<file path="config.mk">
export PLATFORM = sky130hd
export DESIGN_NAME = status_array
export DESIGN_NICKNAME = d
export VERILOG_FILES = /design/src/rtl/status_array_pkg.sv /design/src/rtl/status_array.sv
export SDC_FILE = /design/constraint.sdc
export NUM_CORES = 1
export LEC_CHECK = 0
export ABC_CLOCK_PERIOD_IN_PS = 3690
export CORE_MARGIN = 2
export CORE_UTILIZATION = 60
export CTS_CLUSTER_SIZE = 25
export DETAILED_ROUTE_END_ITERATION = 12
export PLACE_DENSITY = 0.84
export SYNTH_ARGS = -nofsm -noshare
export SYNTH_HDL_FRONTEND = slang
export SYNTH_SLANG_ARGS = --single-unit
</file>
<file path="constraint.sdc">
create_clock -name clk -period 3.69 [get_ports clk]
set_clock_uncertainty 0.05 [all_clocks]
set_input_delay 0.738 -clock clk [delete_from_list [all_inputs] [get_ports clk]]
set_output_delay 0.738 -clock clk [all_outputs]
set_load 0.03 [all_outputs]
</file>
<file path="src/rtl/status_array_pkg.sv">
// status_array_pkg
//   Definitions shared by the cache status blocks.
//   flush_state_e : flush FSM encoding (IDLE = 0, FLUSH = 1).
package status_array_pkg;

    typedef enum logic {
        IDLE  = 1'b0,
        FLUSH = 1'b1
    } flush_state_e;

endpackage : status_array_pkg

</file>
<file path="src/rtl/status_array.sv">
// status_array
//   DEPTH x WIDTH status array held in flops, with a per-bit masked write
//   port, a combinational read port and a flush engine that walks the whole
//   array clearing one entry per clock.
//
// Ports
//   clk        : clock, all state changes on the rising edge
//   rst        : synchronous active-high reset (clears array, aborts flush)
//   addr_in    : entry index for both read and write
//   in         : write data
//   wmask      : per-bit write enable (1 = bit written)
//   wen        : write strobe (ignored while a flush walk runs)
//   flush_req  : start a flush walk (ignored while one is running)
//   out        : read data at addr_in (0 when out of range or flushing)
//   flush_busy : high while the flush walk is in progress
//   flush_done : one-cycle pulse after the last entry is cleared
module status_array
    import status_array_pkg::*;
#(
    parameter int WIDTH = 1,
    parameter int DEPTH = 16,
    localparam int AW = $clog2(DEPTH)
) (
    input  logic             clk,
    input  logic             rst,
    input  logic [AW-1:0]    addr_in,
    input  logic [WIDTH-1:0] in,
    input  logic [WIDTH-1:0] wmask,
    input  logic             wen,
    input  logic             flush_req,
    output logic [WIDTH-1:0] out,
    output logic             flush_busy,
    output logic             flush_done
);

    localparam logic [AW-1:0] LAST_IDX = AW'(DEPTH - 1);
    localparam logic [AW:0]   DEPTH_W  = (AW + 1)'(DEPTH);

    flush_state_e     state_q, state_d;
    logic [AW-1:0]    cnt_q, cnt_d;
    logic             busy_q, busy_d;
    logic             done_q, done_d;

    // Flops, not RAM: the synchronous clear of every entry rules out
    // block RAM inference.
    logic [WIDTH-1:0] mem_q [DEPTH];

    logic             addr_valid;
    logic             wr_en;
    logic [WIDTH-1:0] wr_data_d;

    // Widen by one bit so the compare is meaningful for power-of-two DEPTH
    // as well as for odd sizes where addr_in can exceed DEPTH-1.
    assign addr_valid = ({1'b0, addr_in} < DEPTH_W);

    // Writes only land in IDLE; a write during the walk is simply dropped.
    assign wr_en     = (state_q == IDLE) && wen && addr_valid;
    assign wr_data_d = (mem_q[addr_in] & ~wmask) | (in & wmask);

    // Flush FSM next state. The counter stops at LAST_IDX and is reloaded,
    // so it never leaves 0..DEPTH-1 for odd DEPTH.
    always_comb begin
        state_d = state_q;
        cnt_d   = cnt_q;
        busy_d  = busy_q;
        done_d  = 1'b0;
        case (state_q)
            IDLE: begin
                if (flush_req) begin
                    state_d = FLUSH;
                    cnt_d   = '0;
                    busy_d  = 1'b1;
                end
            end
            FLUSH: begin
                if (cnt_q == LAST_IDX) begin
                    state_d = IDLE;
                    cnt_d   = '0;
                    busy_d  = 1'b0;
                    done_d  = 1'b1;
                end else begin
                    cnt_d = cnt_q + 1'b1;
                end
            end
            default: begin
                state_d = IDLE;
                cnt_d   = '0;
                busy_d  = 1'b0;
            end
        endcase
    end

    always_ff @(posedge clk) begin
        if (rst) begin
            state_q <= IDLE;
            cnt_q   <= '0;
            busy_q  <= 1'b0;
            done_q  <= 1'b0;
        end else begin
            state_q <= state_d;
            cnt_q   <= cnt_d;
            busy_q  <= busy_d;
            done_q  <= done_d;
        end
    end

    always_ff @(posedge clk) begin
        if (rst) begin
            for (int i = 0; i < DEPTH; i++) begin
                mem_q[i] <= '0;
            end
        end else if (state_q == FLUSH) begin
            mem_q[cnt_q] <= '0;
        end else if (wr_en) begin
            mem_q[addr_in] <= wr_data_d;
        end
    end

    // During the walk the array is half cleared; hide that by reading 0.
    assign out        = (busy_q || !addr_valid) ? '0 : mem_q[addr_in];
    assign flush_busy = busy_q;
    assign flush_done = done_q;

endmodule : status_array

</file>
* Word-level counts from Yosys, hierarchy flattened
Memories as Yosys holds them, arrays and structs flattened.
Index checks and enable logic that the tools add are counted.
** Storage, ports and cells
- Register bits :: 7
- Latch bits :: 0
- Memory bits (writable) :: 16
- ROM bits :: 0
- Input port bits :: 10
- Output and inout port bits :: 3
- Memories :: 1
** Cells by class
- Add/sub/neg operators :: 1
- Multipliers :: 0
- Div/mod/pow operators :: 0
- Magnitude comparators :: 0
- Eq/ne operators :: 3
- Shifts and indexed selects :: 0
- Muxes and demuxes :: 26
- Bitwise gates (word level) :: 5
- Reductions and logical operators :: 5
** Memories
- mem_q :: words 16, width 1, rd ports 1, clocked after Yosys merged registers in 0, write ports 16, RTL line status_array.sv:46 : logic [WIDTH-1:0] mem_q [DEPTH];
** Operator list (number)
- 1-bit 2-to-1 mux :: 19
- 4-bit 2-to-1 mux :: 4
- 4-bit one-hot mux with 2 select lines :: 1
- 4-bit by 1-bit adder with 4-bit output (second input constant) :: 1
- 4-bit == test (second input constant) :: 1
- 1-bit one-hot mux with 2 select lines :: 2
- 1-bit bitwise AND :: 2
- 2-bit by 1-bit inequality test with 1-bit output (second input constant) :: 1
- 2-bit inequality test (second input constant) :: 1
- 1-bit NOT :: 2
- 2-bit AND reduction :: 1
- 1-bit OR reduction :: 2
- 2-bit OR reduction :: 1
- 1-bit logical AND :: 1
- 1-bit OR :: 1

* Logic depth before layout (Yosys ltp)
- Word-level depth :: 8
- Gate-level depth with buffers :: 6
- Gate-level depth less buffers :: 5

* Worst setup path before layout
OpenSTA, ideal clock, no wires.
- Path type :: input-to-output
- From :: in addr_in[2]
- To :: out out
- Arrival time :: 2.128 ns
- Required time :: 2.902 ns
- Path slack :: 0.774 ns
- Cell stages on the path :: 5
- Buffers on the path :: 1
- Path through :: buf_6 mux2i_1 mux4_2 mux2_2 nor2_1
** On the way
- Word-level cells in the longest chain between the ends :: 2
** Ends and longest elaborated chain
- start, declared :: RTL line status_array.sv:26 : input logic [AW-1:0] addr_in,
- memory 16 x 1 bit
- 1-bit 2-to-1 mux :: RTL line status_array.sv:120 : assign out = (busy_q || !addr_valid) ? '0 : mem_q[addr_in];
- end, declared :: RTL line status_array.sv:31 : output logic [WIDTH-1:0] out,
No other way between the ends.

* Worst setup path in the final report
Same ends and word-level chain as after synthesis.

==> implementation parameters <==
Parameter                              Value

Route
  Sum of routed wire length over all layers    2910 um
  Number of nets with antenna violations after detailed routing    0
  Length of the first detailed-routing pass in iterations    4
  Via/cell ratio    6.55
  Post-detailed-route wirelength per cell    17.6 um
  Number of DRC markers after the initial detailed-route iteration    29
  Vias after detailed routing    1,081
  Number of DRC violations after detailed routing    0

Synth
  Summed instance area of the synthesized netlist    1360 um^2
  Async S/R FF share, synth    0%
  Yosys reg bits    23
  Number of library cell types mapped by synthesis    29
  Leading post-synthesis cells by cell area    edfxtp_1, dfxtp_1, o21bai_1
  Post-synth net total    138
  Most used flip-flop cell after synthesis    edfxtp_1
  Cell taking the most area after synthesis    edfxtp_1
  Mean instance size in the synthesized netlist    10.7 um^2
  Yosys Warn Count    0
  Most frequent cells after synthesis    edfxtp_1, nor4_1, o21bai_1
  Gate count of the mapped netlist    127
  Post-synthesis sequential area ratio    45.7%
  Portion of synthesized cell area occupied by the leading cell type    35.4%
  Post-synth EDFFs    16

Layout
  Register area    621 um^2
  Final std cell area, no fill    1500 um^2
  Area added between synthesis and finish    10.6%
  Net count of the finished layout    149
  Filler cell count    167
  Antenna fix cells    0
  Area of the multi-input gates    686 um^2
  Final core utilization    69.2%
  Final std cells w/o fill    165
  Share of cells above drive strength 1    11.7%

Critical path
  Crit path capture    out
  Setup crit start kind    input port
  CP Launch Point    addr_in[2]
  Instance count on the critical path    6
  Number of buffer and inverter stages on the critical path    2
  Count of cells along the worst register-to-register path    3
  Endpoint of the most critical register-to-register path    mem_q[11]
  Largest fanout on the critical path    10
  Cell family with the largest share of critical-path delay    buffers and inverters
  WP data required    2.90 ns
  Max incr delay on CP    0.82 ns
  Endpoint class of the critical path    output port
  Crit-path cells    clkdlybuf4s50_1, mux2i_1, mux4_2, mux2_2, nor2_1, buf_4
  Startpoint of the lowest-slack register-to-register path    state_q
  Slowest-stage cell, CP    clkdlybuf4s50_1
  Endpoint arrival time on the critical path    2.79 ns
  Critical setup path kind    input port to output port
  Worst-case register-to-register setup slack    1.41 ns

Die
  Core Footprint    2170 um^2
  Die Outline Area    2660 um^2
  Num rows    17
  Total I/O pin count    13
  Vert. Die Dim    51.6 um
  Die X    51.6 um
  Starting density of the core    62.6%

Clock tree
  CTS sink count    23
  Setup bufs post-CTS    0
  CTS Buf Count    3
  Clock transition at the register clock pins on the worst setup and hold paths after CTS    0.12 ns
  CTS H-tree lvls    1
  Number of buffers between clock root and the deepest sink    2
  Clock latency on the worst-skew pair    0.32 ns
  CTS tree    built
  Hold buffer count at cts    0
  Clock root buffer master    clkbuf_4
  Count of instances resized after the clock tree is built    0

Timing
  Final-layout setup total negative slack    0 ns
  Period Utilization, post-route    97.0%
  Hold violation count in the final report    0
  Final slew viol count    0
  Period minus WS final    3.58 ns
  RSZ-0062 raised after global routing    no
  Worst slew pin tran    1.16 ns
  Rel. slew slack    22.3%
  Total setup violations reported at the end of the flow    0
  Maximum clock rate    279 MHz

Power and ir drop
  VDD IR-drop max    0.000202 V
  Leak pwr    0.518 nW
  Internal Dissipation    364 uW
  Comb pwr share    18.0%
  Net switching power of the design    137 uW
  Overall power consumption    501 uW
  Part of the power in the clock network    23.6%
  Power density relative to cell area    333 nW/um^2
  Sequential Power Share    58.3%
  Switching Share    27.3%

GRT
  Largest net degree at the start of global routing    26
  Total Routing Usage GR    23.8%
  Number of antenna violations at the first check in global routing    0
  GRT Residual Overflow    0
  First-pass GRT wire length    4620 um
  Number of global-route vias before repair    985

Worst hold path
  Min-Delay Path Class    flop to flop
  Hold path startpoint    flush_busy

Flow run
  Max-Cap Viols    0

Placed design
  Instance count after placement with tap cells included    161
  Final GP Congestion    0.842
  Count of port buffers added during placement    12
  HPWL after DPL    2030 um
  Total placed instance area    1470 um^2

Run status
  Result of the run    finished clean
[worst min path at each step]
stage,to,cells past startpoint
finish,flush_busy,2
global route,flush_busy,2
CTS,flush_busy,2
detailed placement,flush_busy,2
global placement,flush_busy,2
floorplan,cnt_q[0],2
[state kept, by name, summed over array words and instances, names as in the netlist]
name / flops
cnt_q: 4
flush_busy: 1
flush_done: 1
mem_q: 16
state_q: 1
[worst reg2reg max path: stages, from the launching register on]
cell and delay, ns:
dfxtp_1 0.47, nor3b_2 0.60, o21ai_1 0.56, nor4_1 0.40
[cell families after synthesis]
| family | count (synthesis) | synth area share, % |
|---|---|---|
| adder cells (fa/ha/maj) | 1 | 0.922 |
| multiplexers | 17 | 14.7 |
| flip-flops | 23 | 45.7 |
| AND/OR/NAND/NOR | 48 | 19.9 |
| AO/OA/AOI/OAI | 29 | 14.9 |
| buffers and inverters | 9 | 3.78 |
[metal layers]
metal | track usage (%) | part of all wire, %
met3 | 2.87 | 6.9
met5 | 0 | 0
met4 | 7.46 | 2.5
met1 | 32.8 | 43
met2 | 39.3 | 47
[area by class of cell]
class | instances | share of cell area [%]
clock inverters | 1 | 0.333
clock buffers | 3 | 1.50
repair buffers | 13 | 8.33
inverters | 2 | 0.500
well taps | 28 | 2.33
flip-flops and latches | 23 | 41.3
multi-input cells | 95 | 45.7
[layout by cell type (no fill, tap or decap), drive strengths merged, types with 3 or more instances in the layout]
cell type,count
o21bai,16
edfxtp,16
clkdlybuf4s50,11
nor4,16
nand3b,3
nand2,10
nor2,7
dfxtp,7
o21ai,3
clkbuf,3
a21oi,7
nor2b,3
mux2,4
mux2i,11
[power groups by stage]
stage          combinational, mW  clock [mW]  sequential [mW]
2_1_floorplan             0.0638           0            0.296
3_3_place_gp              0.0839           0            0.298
3_5_place_dp              0.0891           0            0.298
4_1_cts                   0.0896       0.120            0.292
5_1_grt                   0.0978       0.125            0.293
6_report                  0.0903       0.118            0.292
[through the flow]
stage	hold WS [ns]	setup WS, ns
2_1_floorplan	0.440	0.774
6_report	0.494	0.112
3_5_place_dp	0.480	0.110
3_3_place_gp	0.459	0.225
5_1_grt	0.548	0.0291
4_1_cts	0.497	0.107
(Power assumes the default switching activity.)
==> RTL edit: new RTL, config.mk and constraints unchanged <==
Make the reset (`rst`) asynchronous in 2 clocked blocks. Comments in the files are not updated.
--- a/src/rtl/status_array.sv
+++ b/src/rtl/status_array.sv
@@ -90,7 +90,7 @@
         endcase
     end
 
-    always_ff @(posedge clk) begin
+    always_ff @(posedge clk or posedge rst) begin
         if (rst) begin
             state_q <= IDLE;
             cnt_q   <= '0;
@@ -104,7 +104,7 @@
         end
     end
 
-    always_ff @(posedge clk) begin
+    always_ff @(posedge clk or posedge rst) begin
         if (rst) begin
             for (int i = 0; i < DEPTH; i++) begin
                 mem_q[i] <= '0;
Formal check against the unedited RTL: differs if rst is asserted again (counterexample within 4 cycles, from zero or initial values and one cycle with rst high); with rst held inactive, the same outputs for 10 cycles.
==> RTL edit against the original RTL <==
  * Sequential cell count unchanged
  * Worst setup slack improved by 0.22 ns
  * Final cell count increased by 34%
  * Cell area increased by 20%
  * Wire length increased by 55%
  * Area after synthesis increased by 23%
  * Critical path type unchanged
Power is not compared: it rests on default switching activity, and its combinational part moved more than twofold at a synthesized area within 25%.
==> RTL edit: results (changes against the original RTL) <==
| Metric | Value |
|---|---|
| Status | `completed` |
| Reg2reg end | `mem_q[14]` |
| Post-Route M1 WL | `1.70 mm (+35%)` |
| Detailed Place HPWL | `3.25 mm (+60%)` |
| Syn Nets | `198 (+43%)` |
| Layout cell share with drive strength beyond 1 | `6.32% (-5.4 points)` |
| Final Non-Filler Cells | `221 (+34%)` |
| GRT Overall Usage | `29.5% (+5.7 points)` |
| Synth Area in Adders | `3.01% (+2.1 points)` |
| Mux share of post-synthesis cell area | `5.49% (-9.3 points)` |
| Compound-cell area share of the yosys netlist | `25.9% (+11 points)` |
| Ys async rst share | `100% (+100 points)` |
| Metal3 WL | `450 µm (+130%)` |
| Routed WL per cell | `20.4 µm (+16%)` |
| Worst setup path start | `addr_in[0]` |
| Ys flop type | `dfrtp_1` |
| Initial DRC count | `147 (+410%)` |
| Placed instance area | `1780 µm² (+21%)` |
| Top cells by area, synth | `dfrtp_1, mux2i_1, o311a_1` |
| Met2 routed WL | `2.16 mm (+57%)` |
| Crit path DAT | `2.57 ns (-0.22 ns)` |
| Fillers | `227 (+36%)` |
| Sequential cell area fraction in the yosys report | `34.6% (-11 points)` |
| Met2 Usage GRT | `46.3% (+7.0 points)` |
| Number of distinct library cells after synthesis | `44 (+52%)` |
| Relative slew slack | `41.6% (+19 points)` |
| Min Clock Period, post-route | `3.36 ns (-0.217 ns)` |
| R2r setup slk | `1.38 ns (-0.03 ns)` |
| Syn Area/Cell | `9.04 µm² (-15%)` |
| Drt pass-1 iters | `5 (+1)` |
| Worst skew pair latency | `0.32 ns (about the same)` |
| Clk slew on worst S/H paths | `0.14 ns (+0.02 ns)` |
| # nets final | `205 (+38%)` |
| First-pass GRT wire length | `7.42 mm (+61%)` |
| CTS max path bufs | `2 (unchanged)` |
| Via count | `1622 (+50%)` |
| Vias in the first global route | `1541 (+56%)` |
| Final GP Congestion | `0.977 (+16%)` |
| Placement Setup Slack | `0.373 ns (+0.263 ns)` |
| Synth top cells by count | `dfrtp_1, nand2_1, o21ai_0, o31ai_1, a21oi_1` |
| Total placed cells including tap cells | `217 (+35%)` |
| CP max stage delay | `0.88 ns (+0.06 ns)` |
| M1 GR Usage | `39.5% (+6.7 points)` |
| Reg2reg path depth | `5 (+2)` |
| Met3 Track Usage GR | `4.15% (+1.3 points)` |
| Crit-path max FO | `14 (+4)` |
RTL edit: worst min-delay path by stage:
stage | startpoint | to | slack, ns | cells past startpoint
3_3_place_gp | mem_q[15] | mem_q[15] | 0.45 | 2
5_1_grt | mem_q[15] | mem_q[15] | 0.50 | 2
6_report | mem_q[15] | mem_q[15] | 0.49 | 2
3_5_place_dp | mem_q[14] | mem_q[14] | 0.45 | 2
4_1_cts | mem_q[14] | mem_q[14] | 0.48 | 2
2_1_floorplan | mem_q[15] | mem_q[15] | 0.41 | 2
RTL edit: where the power goes:
part / internal, µW / total [µW] / leakage, µW / switching (µW)
Sequential: 316 / 422 / 0.000304 / 107
Clock: 40.5 / 122 / 0.0000177 / 81.0
Combinational: 173 / 397 / 0.000377 / 225
RTL edit: cell type report:
cell class,instances,area (µm²),area share (%)
flip-flops and latches,23,576,31.9
well taps,31,38.8,2.15
inverters,5,18.8,1.04
clock inverters,1,5.00,0.277
multi-input cells,142,998,55.3
clock buffers,3,22.5,1.25
repair buffers,16,148,8.17
